**src/rtl/apb_2_lint_if.sv**
```systemverilog
// APB-slave plus LINT-master signal bundle for the apb_2_lint bridge.
// The slave modport is the bridge's view; master is the environment's view
// (APB master driving the bus and LINT memory answering requests).
interface apb_2_lint_if #(
  parameter int unsigned ADDR_WIDTH = 32,
  parameter int unsigned DATA_WIDTH = 32,
  parameter int unsigned BE_WIDTH   = DATA_WIDTH / 8,
  parameter int unsigned ID_WIDTH   = 10,
  parameter int unsigned AUX_WIDTH  = 8
);
  // APB side
  logic [ADDR_WIDTH-1:0] slave_PADDR;
  logic [DATA_WIDTH-1:0] slave_PWDATA;
  logic                  slave_PWRITE;
  logic [BE_WIDTH-1:0]   slave_PSTRB;
  logic                  slave_PSEL;
  logic                  slave_PENABLE;
  logic [DATA_WIDTH-1:0] slave_PRDATA;
  logic                  slave_PREADY;
  logic                  slave_PSLVERR;
  // LINT side
  logic                  data_req_o;
  logic [ADDR_WIDTH-1:0] data_add_o;
  logic                  data_wen_o;
  logic [DATA_WIDTH-1:0] data_wdata_o;
  logic [BE_WIDTH-1:0]   data_be_o;
  logic [AUX_WIDTH-1:0]  data_aux_o;
  logic [ID_WIDTH-1:0]   data_ID_o;
  logic                  data_gnt_i;
  logic                  data_r_valid_i;
  logic [DATA_WIDTH-1:0] data_r_rdata_i;
  logic                  data_r_opc_i;

  modport slave (
    input  slave_PADDR, slave_PWDATA, slave_PWRITE, slave_PSTRB,
           slave_PSEL, slave_PENABLE,
    output slave_PRDATA, slave_PREADY, slave_PSLVERR,
    output data_req_o, data_add_o, data_wen_o, data_wdata_o, data_be_o,
           data_aux_o, data_ID_o,
    input  data_gnt_i, data_r_valid_i, data_r_rdata_i, data_r_opc_i
  );

  modport master (
    output slave_PADDR, slave_PWDATA, slave_PWRITE, slave_PSTRB,
           slave_PSEL, slave_PENABLE,
    input  slave_PRDATA, slave_PREADY, slave_PSLVERR,
    input  data_req_o, data_add_o, data_wen_o, data_wdata_o, data_be_o,
           data_aux_o, data_ID_o,
    output data_gnt_i, data_r_valid_i, data_r_rdata_i, data_r_opc_i
  );
endinterface

```
**src/rtl/apb_2_lint.sv**
```systemverilog
// APB slave to LINT/TCDM master bridge. One outstanding single-word access;
// the APB access phase is stretched (PREADY low) until the LINT response
// returns. Request fields are registered in the setup phase, so there is no
// combinational path from the APB inputs to the LINT outputs.
module apb_2_lint #(
  parameter int unsigned ADDR_WIDTH = 32,
  parameter int unsigned DATA_WIDTH = 32,
  parameter int unsigned BE_WIDTH   = DATA_WIDTH / 8,
  parameter int unsigned ID_WIDTH   = 10,
  parameter int unsigned AUX_WIDTH  = 8,
  parameter int unsigned ID_VALUE   = 0,
  parameter int unsigned AUX_VALUE  = 0
) (
  input logic          clk,
  input logic          rst_n,
  apb_2_lint_if.slave  bus
);

  typedef enum logic [1:0] {
    IDLE     = 2'd0,
    REQ      = 2'd1,
    WAIT_RSP = 2'd2,
    RESP     = 2'd3
  } state_t;

  state_t                state;
  logic [ADDR_WIDTH-1:0] add_q;
  logic [DATA_WIDTH-1:0] wdata_q;
  logic                  wen_q;
  logic [BE_WIDTH-1:0]   be_q;
  logic [DATA_WIDTH-1:0] prdata_q;
  logic                  pslverr_q;

  // Transaction sequencer: capture request in setup, hold req until grant,
  // capture response, then complete the APB access for one cycle.
  always_ff @(posedge clk or negedge rst_n) begin
    if (!rst_n) begin
      state     <= IDLE;
      add_q     <= '0;
      wdata_q   <= '0;
      wen_q     <= 1'b1;
      be_q      <= '0;
      prdata_q  <= '0;
      pslverr_q <= 1'b0;
    end else begin
      case (state)
        IDLE: begin
          if (bus.slave_PSEL) begin
            add_q   <= bus.slave_PADDR;
            wdata_q <= bus.slave_PWDATA;
            wen_q   <= ~bus.slave_PWRITE;
            be_q    <= bus.slave_PWRITE ? bus.slave_PSTRB : '1;
            state   <= REQ;
          end
        end
        REQ: begin
          if (bus.data_gnt_i) state <= WAIT_RSP;
        end
        WAIT_RSP: begin
          if (bus.data_r_valid_i) begin
            prdata_q  <= bus.data_r_rdata_i;
            pslverr_q <= bus.data_r_opc_i;
            state     <= RESP;
          end
        end
        RESP:    state <= IDLE;
        default: state <= IDLE;
      endcase
    end
  end

  // Handshakes are decoded from the registered state, so they cannot glitch.
  assign bus.data_req_o    = (state == REQ);
  assign bus.slave_PREADY  = (state == RESP);
  assign bus.slave_PRDATA  = prdata_q;
  assign bus.slave_PSLVERR = pslverr_q;

  assign bus.data_add_o    = add_q;
  assign bus.data_wdata_o  = wdata_q;
  assign bus.data_wen_o    = wen_q;
  assign bus.data_be_o     = be_q;
  assign bus.data_ID_o     = ID_WIDTH'(ID_VALUE);
  assign bus.data_aux_o    = AUX_WIDTH'(AUX_VALUE);

endmodule

```
**src/flat_wrapper.sv**
```systemverilog
// flat-port wrapper written by rule: the top's interface ports become plain ports
module apb_2_lint_flat 
#(
  parameter int unsigned ADDR_WIDTH = 32,
  parameter int unsigned DATA_WIDTH = 32,
  parameter int unsigned BE_WIDTH   = DATA_WIDTH / 8,
  parameter int unsigned ID_WIDTH   = 10,
  parameter int unsigned AUX_WIDTH  = 8,
  parameter int unsigned ID_VALUE   = 0,
  parameter int unsigned AUX_VALUE  = 0
)
  (clk, rst_n, bus_slave_PADDR, bus_slave_PWDATA, bus_slave_PWRITE, bus_slave_PSTRB, bus_slave_PSEL, bus_slave_PENABLE, bus_slave_PRDATA, bus_slave_PREADY, bus_slave_PSLVERR, bus_data_req_o, bus_data_add_o, bus_data_wen_o, bus_data_wdata_o, bus_data_be_o, bus_data_aux_o, bus_data_ID_o, bus_data_gnt_i, bus_data_r_valid_i, bus_data_r_rdata_i, bus_data_r_opc_i);
  apb_2_lint_if #(.ADDR_WIDTH(ADDR_WIDTH), .DATA_WIDTH(DATA_WIDTH), .BE_WIDTH(BE_WIDTH), .ID_WIDTH(ID_WIDTH), .AUX_WIDTH(AUX_WIDTH)) bus_i ();
  input logic clk;
  input logic rst_n;
  input wire logic [$bits(bus_i.slave_PADDR)-1:0] bus_slave_PADDR;
  input wire logic [$bits(bus_i.slave_PWDATA)-1:0] bus_slave_PWDATA;
  input wire logic [$bits(bus_i.slave_PWRITE)-1:0] bus_slave_PWRITE;
  input wire logic [$bits(bus_i.slave_PSTRB)-1:0] bus_slave_PSTRB;
  input wire logic [$bits(bus_i.slave_PSEL)-1:0] bus_slave_PSEL;
  input wire logic [$bits(bus_i.slave_PENABLE)-1:0] bus_slave_PENABLE;
  output wire logic [$bits(bus_i.slave_PRDATA)-1:0] bus_slave_PRDATA;
  output wire logic [$bits(bus_i.slave_PREADY)-1:0] bus_slave_PREADY;
  output wire logic [$bits(bus_i.slave_PSLVERR)-1:0] bus_slave_PSLVERR;
  output wire logic [$bits(bus_i.data_req_o)-1:0] bus_data_req_o;
  output wire logic [$bits(bus_i.data_add_o)-1:0] bus_data_add_o;
  output wire logic [$bits(bus_i.data_wen_o)-1:0] bus_data_wen_o;
  output wire logic [$bits(bus_i.data_wdata_o)-1:0] bus_data_wdata_o;
  output wire logic [$bits(bus_i.data_be_o)-1:0] bus_data_be_o;
  output wire logic [$bits(bus_i.data_aux_o)-1:0] bus_data_aux_o;
  output wire logic [$bits(bus_i.data_ID_o)-1:0] bus_data_ID_o;
  input wire logic [$bits(bus_i.data_gnt_i)-1:0] bus_data_gnt_i;
  input wire logic [$bits(bus_i.data_r_valid_i)-1:0] bus_data_r_valid_i;
  input wire logic [$bits(bus_i.data_r_rdata_i)-1:0] bus_data_r_rdata_i;
  input wire logic [$bits(bus_i.data_r_opc_i)-1:0] bus_data_r_opc_i;
  assign bus_i.slave_PADDR = bus_slave_PADDR;
  assign bus_i.slave_PWDATA = bus_slave_PWDATA;
  assign bus_i.slave_PWRITE = bus_slave_PWRITE;
  assign bus_i.slave_PSTRB = bus_slave_PSTRB;
  assign bus_i.slave_PSEL = bus_slave_PSEL;
  assign bus_i.slave_PENABLE = bus_slave_PENABLE;
  assign bus_slave_PRDATA = bus_i.slave_PRDATA;
  assign bus_slave_PREADY = bus_i.slave_PREADY;
  assign bus_slave_PSLVERR = bus_i.slave_PSLVERR;
  assign bus_data_req_o = bus_i.data_req_o;
  assign bus_data_add_o = bus_i.data_add_o;
  assign bus_data_wen_o = bus_i.data_wen_o;
  assign bus_data_wdata_o = bus_i.data_wdata_o;
  assign bus_data_be_o = bus_i.data_be_o;
  assign bus_data_aux_o = bus_i.data_aux_o;
  assign bus_data_ID_o = bus_i.data_ID_o;
  assign bus_i.data_gnt_i = bus_data_gnt_i;
  assign bus_i.data_r_valid_i = bus_data_r_valid_i;
  assign bus_i.data_r_rdata_i = bus_data_r_rdata_i;
  assign bus_i.data_r_opc_i = bus_data_r_opc_i;
  apb_2_lint #(.ADDR_WIDTH(ADDR_WIDTH), .DATA_WIDTH(DATA_WIDTH), .BE_WIDTH(BE_WIDTH), .ID_WIDTH(ID_WIDTH), .AUX_WIDTH(AUX_WIDTH), .ID_VALUE(ID_VALUE), .AUX_VALUE(AUX_VALUE)) u_core (.clk(clk), .rst_n(rst_n), .bus(bus_i));
endmodule
```
**config.mk**
```make
export PLATFORM = sky130hd
export DESIGN_NAME = apb_2_lint_flat
export DESIGN_NICKNAME = d
export VERILOG_FILES = /design/src/rtl/apb_2_lint_if.sv /design/src/rtl/apb_2_lint.sv /design/src/flat_wrapper.sv
export SDC_FILE = /design/constraint.sdc
export NUM_CORES = 1
export LEC_CHECK = 0
export BUFFER_PORTS_ARGS = -buffer_cell sky130_fd_sc_hd__clkbuf_2
export CORE_AREA = 2 2 105 107
export DETAILED_ROUTE_END_ITERATION = 16
export DIE_AREA = 0 0 107 109
export PLACE_DENSITY = 0.82
export SLEW_MARGIN = 20
export SYNTH_ARGS = -nofsm -noshare
export SYNTH_HDL_FRONTEND = slang
export SYNTH_SLANG_ARGS = --single-unit
```
**constraint.sdc**
```tcl
create_clock -name clk -period 2.05 [get_ports clk]
set_input_delay 0.3075 -clock clk [delete_from_list [all_inputs] [get_ports clk]]
set_output_delay 0.3075 -clock clk [all_outputs]
set_load 0.01 [all_outputs]
```
* Word level (Yosys, flattened, before mapping)
Cells that the tools add are included.
** Word-level totals
- Flip-flop bits (word level) :: 104
- Output and inout port bits :: 122
- Word-level logic and storage cells :: 23
- Input port bits :: 108
** Cells by class
- Bitwise operators :: 1
- Mux-type cells :: 5
- Reductions and logical operators :: 4
- Equal/unequal tests :: 6
** Operator list (number)
- case mux 2 bit (4 select lines) :: 1
- 2-to-1 mux 2 bit :: 3
- equality test 2 bit, second input constant :: 2
- 2-to-1 mux 4 bit :: 1
- inequality test 2 bit, second input constant :: 2
- AND reduction 2 bit :: 2
- AND reduction 3 bit :: 1
- equality test 2 x 1 -> 1 bit, second input constant :: 1
- logical NOT 2 bit :: 1
- inequality test 2 x 1 -> 1 bit, second input constant :: 1
- NOT 1 bit :: 1

* Logic depth before layout (Yosys ltp)
- Word-level depth :: 3
- Mapped depth :: 7
- Mapped depth without buffers :: 5

* Worst setup path after synthesis
Ideal clock, no wire load.
- Kind :: reg2reg
- From :: register u_core.state[0]
- To :: register u_core.add_q[12] (netlist: u_core.bus.data_add_o[12])
- Period minus slack after synthesis :: 1549 ps
- Required time :: 1925 ps
- Data arrival time :: 1425 ps
- Buffers on the path :: 2
- Stages on the path, launching flop included :: 7
- Slack :: 501 ps
- Setup time :: 125 ps
- Cell sequence :: dfrtp_1 -> inv_1 -> ha_1 -> nand2_1 -> buf_2 -> buf_2 -> mux2_2
** On the way
- Word-level cells in the longest chain between the ends :: 2
** RTL lines
- start, declared :: RTL line apb_2_lint.sv:26 : state_t state;
- start signal, assigned :: RTL line apb_2_lint.sv:38 : state <= IDLE;
- start signal, assigned :: RTL line apb_2_lint.sv:53 : state <= REQ;
- start signal, assigned :: RTL line apb_2_lint.sv:57 : if (bus.data_gnt_i) state <= WAIT_RSP;
- logical NOT 2 bit :: RTL line apb_2_lint.sv:46 : case (state)
- AND reduction 2 bit (no line)
- end signal, assigned :: RTL line apb_2_lint.sv:49 : add_q <= bus.slave_PADDR;
- end, declared :: RTL line apb_2_lint.sv:27 : logic [ADDR_WIDTH-1:0] add_q;
No other way between the ends.
A chain may end at the register's enable or synchronous reset.

* Worst setup path after layout
- From :: register u_core.state[0]
- To :: register u_core.state[1]
** On the way
- Word-level cells in the longest chain between the ends :: 3
- Elaborated cells between the ends (all ways) :: 9
- Classes of those cells :: 6 x eq/ne; 1 x mux; 2 x reduce/logical
** RTL lines (RTL line)
- equality test 2 bit (tied with other cells) :: apb_2_lint.sv:46
- inequality test 2 bit (no line) or inequality test 2 x 1 -> 1 bit (tied branches)
- AND reduction 3 bit (no line)
Several ways; a longest one is shown, not always the timed one.

==> results.yml <==
global_routing:
  grt_max_degree: 64
  overflow: 0
  grt_pass1_wl_um: 12400
  grt_pass1_vias: 2813
  grt_usage_pct: 13.5
  antenna_found_initial: 0
die:
  rows: 38
  fp.dieH_um: 109
  io_pins: 230
  dieArea_um2: 11700
  die_w_um: 107
  start_util_pct: 38.5
  core-area_um2: 10600
clock_tree:
  insertion_delay_ns: 0.35
  cts_inserted_buffers: 9
  path_clk_slew_ns: 0.10
  clock-sinks: 104
  h-tree-depth: 3
  cts_setup_buffers: 0
  hold_buffers: 1
  cts-resized-gates: 0
  clockBufferDepth: 2
  cts_tree: "built"
  cts-root-buf: "clkbuf_8"
power_and_ir_drop:
  ir_drop_mv: 0.623
  p_per_area_nw_per_um2: 1530
  power.switching_w: 0.00279
  intPower_w: 0.00558
  p_leak_nw: 2.83
  power_w: 0.00837
  seqPwrFrac_pct: 43.4
  switching_share_pct: 33.3
  comb_power_share_pct: 41.2
  clkPwrFrac_pct: 15.4
finish:
  area_growth_pct: 34.3
  diodes: 0
  drive_gt1_share_pct: 68.4
  regArea_um2: 2600
  multi_input_area_um2: 1340
  finalNetCount: 589
  fillers: 906
synthesis:
  ys_seq_area_share_pct: 63.8
  synthTopCellsByArea: "dfrtp_1 (63%), mux2_2 (27%), buf_4 (3.3%)"
  synth-seq-cells: 104
  yosys.area.top_type: "dfrtp_1"
  synth_top_area_share_pct: 63.2
  ys_types: 16
  synth_area_um2: 4080
  yosysWarnings: 0
  synth_cells: 261
  avgSynthCellArea_um2: 15.6
sta:
  min_period_ns: 1.79
  tightest_slew_ns: 0.576
  max_freq_mhz: 558
  setup_viol: 0
  fin_setup_tns_ns: 0
  period_share_pct: 87.5
  rsz0062_at_grt: "false"
  drv_slew: 0
  slew_headroom_pct: 61.6
  clock_skew_ns: 0.0126
  hold_viol: 0
critical_path:
  start_kind: "register"
  cp_max_fo: 4
  critPathKind: "reg2reg"
  worstSetupEndpointType: "register"
  arrival_ns: 2.02
  cp_data_required_time_ns: 2.28
min_path:
  hold_class: "in2reg"
placed_design:
  place.gp.congestion: 0.737
  hpwl_um: 6320
  portBuffers: 210
route:
  routed_via_density: 4.40
  num_vias: 2732
  drtIter0Drc: 45
  wl_per_cell_um: 12.9
  drt_first_pass_iters: 4
  detail-route-antenna-nets: 0
  routed_wl_um: 8020
  post-route-drc-count: 0
status:
  outcome: "finished, final reports clean"
flow_run:
  drv_cap: 0
-- path summary, 6_finish.rpt --
| check | slack [ns] | from | endpoint | depth (start not counted) |
|---|---|---|---|---|
| setup / recovery | 0.26 | u_core.state[0]$_DFFE_PN0P_ | u_core.state[1]$_DFFE_PN0P_ | 4 |
| hold / removal | 0.17 | bus_slave_PWRITE | u_core.bus.data_wen_o$_DFFE_PN1P_ | 2 |
| setup reg to reg | 0.26 | u_core.state[0]$_DFFE_PN0P_ | u_core.state[1]$_DFFE_PN0P_ | 4 |
| hold reg to reg | 0.49 | u_core.bus.data_be_o[2]$_DFFE_PN0P_ | u_core.bus.data_be_o[2]$_DFFE_PN0P_ | 2 |
| max in group asynchronous | 0.87 | rst_n | u_core.bus.data_wdata_o[18]$_DFFE_PN0P_ | 3 |
| min in group asynchronous | 0.48 | rst_n | u_core.bus.slave_PRDATA[10]$_DFFE_PN0P_ | 2 |
-- area by class of cell --
type | count | area share (%)
inverter | 5 | 0.342
clock inverter | 4 | 0.959
timing repair buffer | 216 | 20.8
clock buffer | 12 | 2.83
multi-input combinational | 140 | 24.4
tap | 140 | 3.20
sequential | 104 | 47.5
-- sequential cells by signal, indices dropped and copies added, names as in the netlist --
register	count
u_core.bus.data_add_o	32
u_core.bus.data_be_o	4
u_core.bus.data_wdata_o	32
u_core.bus.data_wen_o	1
u_core.bus.slave_PRDATA	32
u_core.bus.slave_PSLVERR	1
u_core.state	2
-- layer usage --
metal	GRT usage, %	part of all wire [%]	up-vias
met1	14.1	38	1309
met3	5.20	9.7	2
li1	-	-	1286
met2	24.9	52	135
met5	0	0	-
met4	4.45	0.36	0
-- worst max-delay path: stages, from the launching register on --
cell and delay [ns]:
dfrtp_1 0.39, inv_1 0.10, ha_1 0.25, a222oi_1 0.55, mux2_1 0.37
-- stage by stage --
stage / instance area (um2) / utilization (%) / worst slack (ns) / hold slack, ns / cells
6_report: 5480 / 51.7 / 0.257 / 0.173 / 621
3_5_place_dp: 5260 / 49.6 / 0.256 / 0.338 / 604
3_3_place_gp: 5260 / 49.6 / 0.447 / 0.335 / 604
4_1_cts: 5480 / 51.7 / 0.232 / 0.150 / 621
5_1_grt: 5480 / 51.7 / 0.180 / 0.156 / 621
2_1_floorplan: 4150 / - / 0.501 / 0.0119 / 278
-- synthesized netlist by cell type, drive strengths merged --
library cell and number:
a222oi 1, buf 28, clkbuf 1, conb 1, dfrtp 103, dfstp 1
ha 5, inv 5, mux2 98, mux2i 1, nand2 7, nor2 1
nor2b 4, o21ai 5
-- power groups by stage --
| stage | sequential [W] | combinational [W] | clock (W) |
|---|---|---|---|
| after floorplan | 0.00414 | 0.00152 | 0 |
| after global placement | 0.00361 | 0.00341 | 0 |
| after detailed placement | 0.00368 | 0.00352 | 0 |
| after CTS | 0.00364 | 0.00353 | 0.00134 |
| after global routing | 0.00375 | 0.00375 | 0.00143 |
| final | 0.00363 | 0.00345 | 0.00129 |
-- cell families (layout without fill, tap and decap cells) --
kind of cell / Yosys count / after routing / synth area share [%]
other: 1 / 18 / 0.0919
adder cells (fa/ha/maj): 5 / 5 / 1.53
flip-flops: 104 / 104 / 63.8
buffers and inverters: 34 / 237 / 5.09
AO/OA/AOI/OAI: 6 / 6 / 0.858
AND/OR/NAND/NOR: 12 / 12 / 1.35
multiplexers: 99 / 99 / 27.3
-- cell usage in the layout (no fill, tap or decap), types with 4 or more instances in the layout --
cell type,instances
conb_1,18
ha_1,5
mux2_2,97
inv_1,5
clkbuf_2,209
clkbuf_8,11
nand2_1,6
nor2b_1,4
o21ai_0,5
dfrtp_1,103
Note: power is estimated with default switching activity, not from simulation.
